**src/rtl/exception_ctrl.sv**
```systemverilog
// MEM-stage exception controller: picks the highest-priority exception, waits out stalls,
// reports it to CP0 for exactly one cycle and then holds the pipeline flush for a drain window.
module exception_ctrl #(
  parameter logic [31:0] EXC_VECTOR   = 32'hBFC00380,
  parameter int unsigned DRAIN_CYCLES = 2
) (
  input  logic        clk,
  input  logic        rst,
  input  logic        inst_valid_i,
  input  logic        adel_if_i,
  input  logic        ri_i,
  input  logic        syscall_i,
  input  logic        break_i,
  input  logic        ov_i,
  input  logic        adel_ld_i,
  input  logic        ades_i,
  input  logic        eret_i,
  input  logic [31:0] pc_i,
  input  logic [31:0] mem_addr_i,
  input  logic        is_in_delayslot_i,
  input  logic [31:0] status_i,
  input  logic [31:0] cause_i,
  input  logic [31:0] epc_i,
  input  logic        stall_i,
  output logic [31:0] excepttype_o,
  output logic [31:0] current_inst_addr_o,
  output logic [31:0] bad_addr_o,
  output logic        is_in_delayslot_o,
  output logic        flush_o,
  output logic [31:0] newpc_o,
  output logic        busy_o
);

  typedef enum logic [1:0] {
    S_IDLE   = 2'd0,
    S_WAIT   = 2'd1,
    S_COMMIT = 2'd2,
    S_DRAIN  = 2'd3
  } state_e;

  localparam logic [3:0]  DRAIN_LOAD = 4'(DRAIN_CYCLES);
  localparam logic [31:0] CODE_ERET  = 32'h0000_000e;

  state_e      state_q;
  logic [3:0]  cnt_q;
  logic [3:0]  cnt_d;
  logic [31:0] exc_q;
  logic [31:0] cia_q;
  logic [31:0] bad_q;
  logic        ds_q;
  logic        flush_q;
  logic [31:0] newpc_q;
  logic        busy_q;

  logic        int_pend_s;
  logic        event_s;
  logic [31:0] code_s;
  logic [31:0] bad_s;
  logic        unused_s;

  assign int_pend_s = (|(cause_i[15:8] & status_i[15:8])) & status_i[0] & ~status_i[1];
  assign unused_s   = ^{status_i[31:16], status_i[7:2], cause_i[31:16], cause_i[7:0]};
  assign event_s    = inst_valid_i & (code_s != 32'h0);
  assign cnt_d      = cnt_q - 4'd1;

  // Priority encoder over the exception sources, with the matching bad address.
  always_comb begin
    code_s = 32'h0;
    bad_s  = 32'h0;
    if (int_pend_s) begin
      code_s = 32'h0000_0001;
    end else if (adel_if_i) begin
      code_s = 32'h0000_0004;
      bad_s  = pc_i;
    end else if (ri_i) begin
      code_s = 32'h0000_000a;
    end else if (syscall_i) begin
      code_s = 32'h0000_0008;
    end else if (break_i) begin
      code_s = 32'h0000_0009;
    end else if (ov_i) begin
      code_s = 32'h0000_000c;
    end else if (adel_ld_i) begin
      code_s = 32'h0000_0004;
      bad_s  = mem_addr_i;
    end else if (ades_i) begin
      code_s = 32'h0000_0005;
      bad_s  = mem_addr_i;
    end else if (eret_i) begin
      code_s = CODE_ERET;
    end else begin
      code_s = 32'h0;
      bad_s  = 32'h0;
    end
  end

  // Sequencer; every output is a register so CP0 sees a clean one-cycle code pulse.
  always_ff @(posedge clk or posedge rst) begin
    if (rst) begin
      state_q <= S_IDLE;
      cnt_q   <= 4'd0;
      exc_q   <= 32'h0;
      cia_q   <= 32'h0;
      bad_q   <= 32'h0;
      ds_q    <= 1'b0;
      flush_q <= 1'b0;
      newpc_q <= 32'h0;
      busy_q  <= 1'b0;
    end else begin
      case (state_q)
        S_IDLE, S_WAIT: begin
          if (!event_s) begin
            state_q <= S_IDLE;
            busy_q  <= 1'b0;
          end else if (stall_i) begin
            state_q <= S_WAIT;
            busy_q  <= 1'b1;
          end else begin
            state_q <= S_COMMIT;
            exc_q   <= code_s;
            cia_q   <= pc_i;
            bad_q   <= bad_s;
            ds_q    <= is_in_delayslot_i;
            flush_q <= 1'b1;
            newpc_q <= (code_s == CODE_ERET) ? epc_i : EXC_VECTOR;
            busy_q  <= 1'b1;
          end
        end
        S_COMMIT: begin
          state_q <= S_DRAIN;
          cnt_q   <= DRAIN_LOAD;
          exc_q   <= 32'h0;
        end
        S_DRAIN: begin
          // A zero count is treated like one so a corrupted counter cannot wrap.
          if (cnt_d == 4'd0 || cnt_q == 4'd0) begin
            state_q <= S_IDLE;
            cnt_q   <= 4'd0;
            flush_q <= 1'b0;
            newpc_q <= 32'h0;
            busy_q  <= 1'b0;
          end else begin
            cnt_q <= cnt_d;
          end
        end
        default: begin
          state_q <= S_IDLE;
          cnt_q   <= 4'd0;
          exc_q   <= 32'h0;
          flush_q <= 1'b0;
          newpc_q <= 32'h0;
          busy_q  <= 1'b0;
        end
      endcase
    end
  end

  assign excepttype_o        = exc_q;
  assign current_inst_addr_o = cia_q;
  assign bad_addr_o          = bad_q;
  assign is_in_delayslot_o   = ds_q;
  assign flush_o             = flush_q;
  assign newpc_o             = newpc_q;
  assign busy_o              = busy_q;

endmodule

```
**config.mk**
```make
export PLATFORM = sky130hd
export DESIGN_NAME = exception_ctrl
export DESIGN_NICKNAME = d
export VERILOG_FILES = /design/src/rtl/exception_ctrl.sv
export SDC_FILE = /design/constraint.sdc
export NUM_CORES = 1
export LEC_CHECK = 0
export CORE_ASPECT_RATIO = 1.25
export CORE_MARGIN = 4
export CORE_UTILIZATION = 41
export DETAILED_ROUTE_END_ITERATION = 10
export PLACE_DENSITY = 0.87
export SYNTH_ARGS = -nofsm -noshare
export SYNTH_HDL_FRONTEND = slang
export SYNTH_SLANG_ARGS = --single-unit
```
**constraint.sdc**
```tcl
create_clock -name clk -period 7.06 [get_ports clk]
set_input_delay 1.059 -clock clk [delete_from_list [all_inputs] [get_ports clk]]
set_output_delay 1.059 -clock clk [all_outputs]
set_load 0.005 [all_outputs]
```
==> out/metrics.yaml <==
status:
  status: "complete, no violations"
power:
  p_per_area_nw_per_um2: 325
  totalPowerFinal_w: 0.00248
  seqPwrFrac_pct: 39.6
  p_int_w: 0.00169
  p_sw_w: 0.000790
  peakVddDrop_mv: 0.178
  power_leakage_nw: 3.07
  switching_share_pct: 31.8
  pwr-share-comb_pct: 41.4
  p_clk_share_pct: 19.0
timing:
  finalCritPeriodShare_pct: 50.7
  skew_ps: 7.45
  setup_viol: 0
  worst_slack_ps: 3480
  rsz0062_at_grt: "false"
  fmax_mhz: 279
  hold_viol_final: 0
  slew_viol_final: 0
  slew_headroom_pct: 11.2
  worstMarginPinSlew_ps: 1330
  period_needed_ps: 3580
  fin_setup_tns_ps: 0
routing:
  ant_nets: 0
  via_count: 4514
  first_iter_violations: 240
  drc_errors: 0
  viasPerCell: 5.30
  drt-pass1-iter-count: 5
  finalWirelength_microns: 14700
  wl_per_cell_microns: 17.3
synthesis:
  synth_area_per_cell_sq_um: 10.6
  ys_top_cells_by_area: "dfrtp_1 (54%), mux2_2 (7.3%), a22oi_1 (5.3%), buf_4 (5.3%), o31ai_1 (5.0%)"
  synth_cells: 480
  synth_edf_count: 0
  synth-async-reset-ratio_pct: 100
  synth_cell_types: 37
  synth_seq_area_share_pct: 53.5
  synth_top_area_share_pct: 53.5
  ys.flop_type: "dfrtp_1"
  yosysTopAreaCell: "dfrtp_1"
  ys_warn_count: 0
  synth-seq-cells: 109
  netlist_area_sq_um: 5100
job:
  cap_violations: 0
global_routing:
  antenna_found_initial: 0
  grt_start_max_net_pins: 172
  grt_pass1_vias: 4645
  grt_pass1_wl_microns: 23600
  grt_usage_pct: 20.4
  gr-total-overflow: 0
floorplanning:
  dieWidth_microns: 108
  start_util_pct: 41.9
  rows: 45
  ios: 304
  die_h_microns: 133
  coreArea_sq_um: 12200
  die_area_sq_um: 14300
critical_path:
  cp.arrival_ps: 3800
  end_kind: "flip-flop"
  critPathLaunchType: "input pin"
  worst_ep_required_time_ps: 7280
  critPathKind: "input pin to flip-flop"
  worstPathMaxFanout: 171
placement:
  gp_congestion: 0.793
  dpl_worst_slack_ps: 3190
  port_buffers: 229
  dp_cells: 836
  hpwl_microns: 10700
clock_network:
  path_clk_slew_ps: 80
  cts.root.buffer_cell: "clkbuf_16"
  cts_resized: 0
  clock_path_buffers: 2
  cts_htree_levels: 3
  cts_hold_buf: 0
  clk_latency_ps: 340
  cts_tree: "yes"
  cts_setup_buffers: 0
  cts_inserted_buffers: 9
  clkSinkCount: 109
final_layout:
  drive_gt1_share_pct: 9.01
  n_antenna_cell: 0
  area_growth_syn_to_layout_pct: 50.0
  multi_input_area_sq_um: 2060
  stdcell_count: 852
  fill_cells: 987
  final_util_pct: 62.8
  finalNetCount: 858
  seq_area_sq_um: 2730
min_path:
  min_path_type: "flip-flop to flip-flop"
[worst max-delay path: stages]
cell and delay, ps:
clkdlybuf4s50_1 470, or4_1 650, or3_1 410, o21ai_4 170, buf_12 520, mux2_2 410
[synthesized netlist by cell type, drive strengths merged (2+ instances only)]
master,number
o41ai,2
buf,44
clkbuf,26
a21oi,4
nor4,2
nand3,5
o211ai,32
nor3,5
inv,7
o21ai,50
ha,2
or4,2
nand2b,5
nand2,59
nor3b,2
mux2,33
a22oi,36
o31ai,34
nor2,9
dfrtp,109
[logic make-up after synthesis]
| logic type | after synthesis | share of synthesized area, % |
|---|---|---|
| other | 1 | 0.0736 |
| adders and majority gates | 2 | 0.491 |
| AOI/OAI and AO/OA | 164 | 21.8 |
| buffers and inverters | 77 | 8.62 |
| muxes | 33 | 7.29 |
| DFF | 109 | 53.5 |
| and+or+nand+nor | 94 | 8.18 |
[area by class of cell]
type | instances | share of cell area [%]
Clock buffer | 9 | 2.95
Clock inverter | 7 | 0.655
Inverter | 7 | 0.377
Multi-Input combinational cell | 321 | 27.0
Sequential cell | 109 | 35.7
Tap cell | 164 | 2.69
Timing Repair Buffer | 235 | 30.7
[metrics by stage]
stage,hold slack (ps),instance area (sq um)
final,479,7640
after global routing,509,7640
after floorplan,471,5200
after detailed placement,465,7370
after CTS,482,7640
after global placement,460,7370
[routing by layer]
| layer | track usage, % | part of all wire (%) | vias up |
|---|---|---|---|
| met4 | 6.11 | 1.6 | 0 |
| met1 | 23.6 | 38 | 2216 |
| met2 | 36.0 | 53 | 181 |
| met3 | 6.20 | 7.9 | 16 |
| li1 | - | - | 2101 |
| met5 | 0 | 0 | - |
[placed cells by master, fill, tap and decap left out, types with 2 or more instances in the layout]
master           instances
a21oi_1                  4
a22oi_1                 36
buf_4                    5
clkbuf_16                9
clkdlybuf4s50_1        228
clkinv_2                 2
clkinvlp_4               3
conb_1                  28
dfrtp_1                109
ha_1                     2
inv_1                    6
inv_6                    2
mux2_2                  33
nand2_1                 59
nand2b_1                 5
nand3_1                  5
nor2_1                   9
nor3_1                   4
nor3b_1                  2
o211ai_1                32
o21ai_0                 30
o21ai_1                 19
o31ai_1                 34
o41ai_1                  2
or4_1                    2
[power by group through the flow]
stage                     Clock [W]  Combinational [W]  Sequential [W]
final                      0.000472            0.00103        0.000984
after global routing       0.000512            0.00112         0.00102
after CTS                  0.000482            0.00104        0.000984
after detailed placement          0            0.00104        0.000994
after global placement            0            0.00100        0.000979
after floorplan                   0           0.000429        0.000993
[path summary, 6_finish.rpt]
path | from | end | slack (ps) | cells past startpoint
max | ri_i | current_inst_addr_o[18] | 3480 | 6
min | bad_addr_o[7] | bad_addr_o[7] | 480 | 2
max reg2reg | cnt_q[1] | state_q[0] | 4550 | 7
min reg2reg | bad_addr_o[7] | bad_addr_o[7] | 480 | 2
max in group asynchronous | rst | bad_addr_o[27] | 4690 | 3
min in group asynchronous | rst | is_in_delayslot_o | 1170 | 2
[registers in the layout (all words and copies together) (netlist names)]
| register | count |
|---|---|
| state_q | 2 |
| bad_addr_o | 32 |
| newpc_o | 32 |
| cnt_q | 4 |
| is_in_delayslot_o | 1 |
| busy_o | 1 |
| excepttype_o | 4 |
| current_inst_addr_o | 32 |
| flush_o | 1 |
Power figures use the tool's default switching activity.
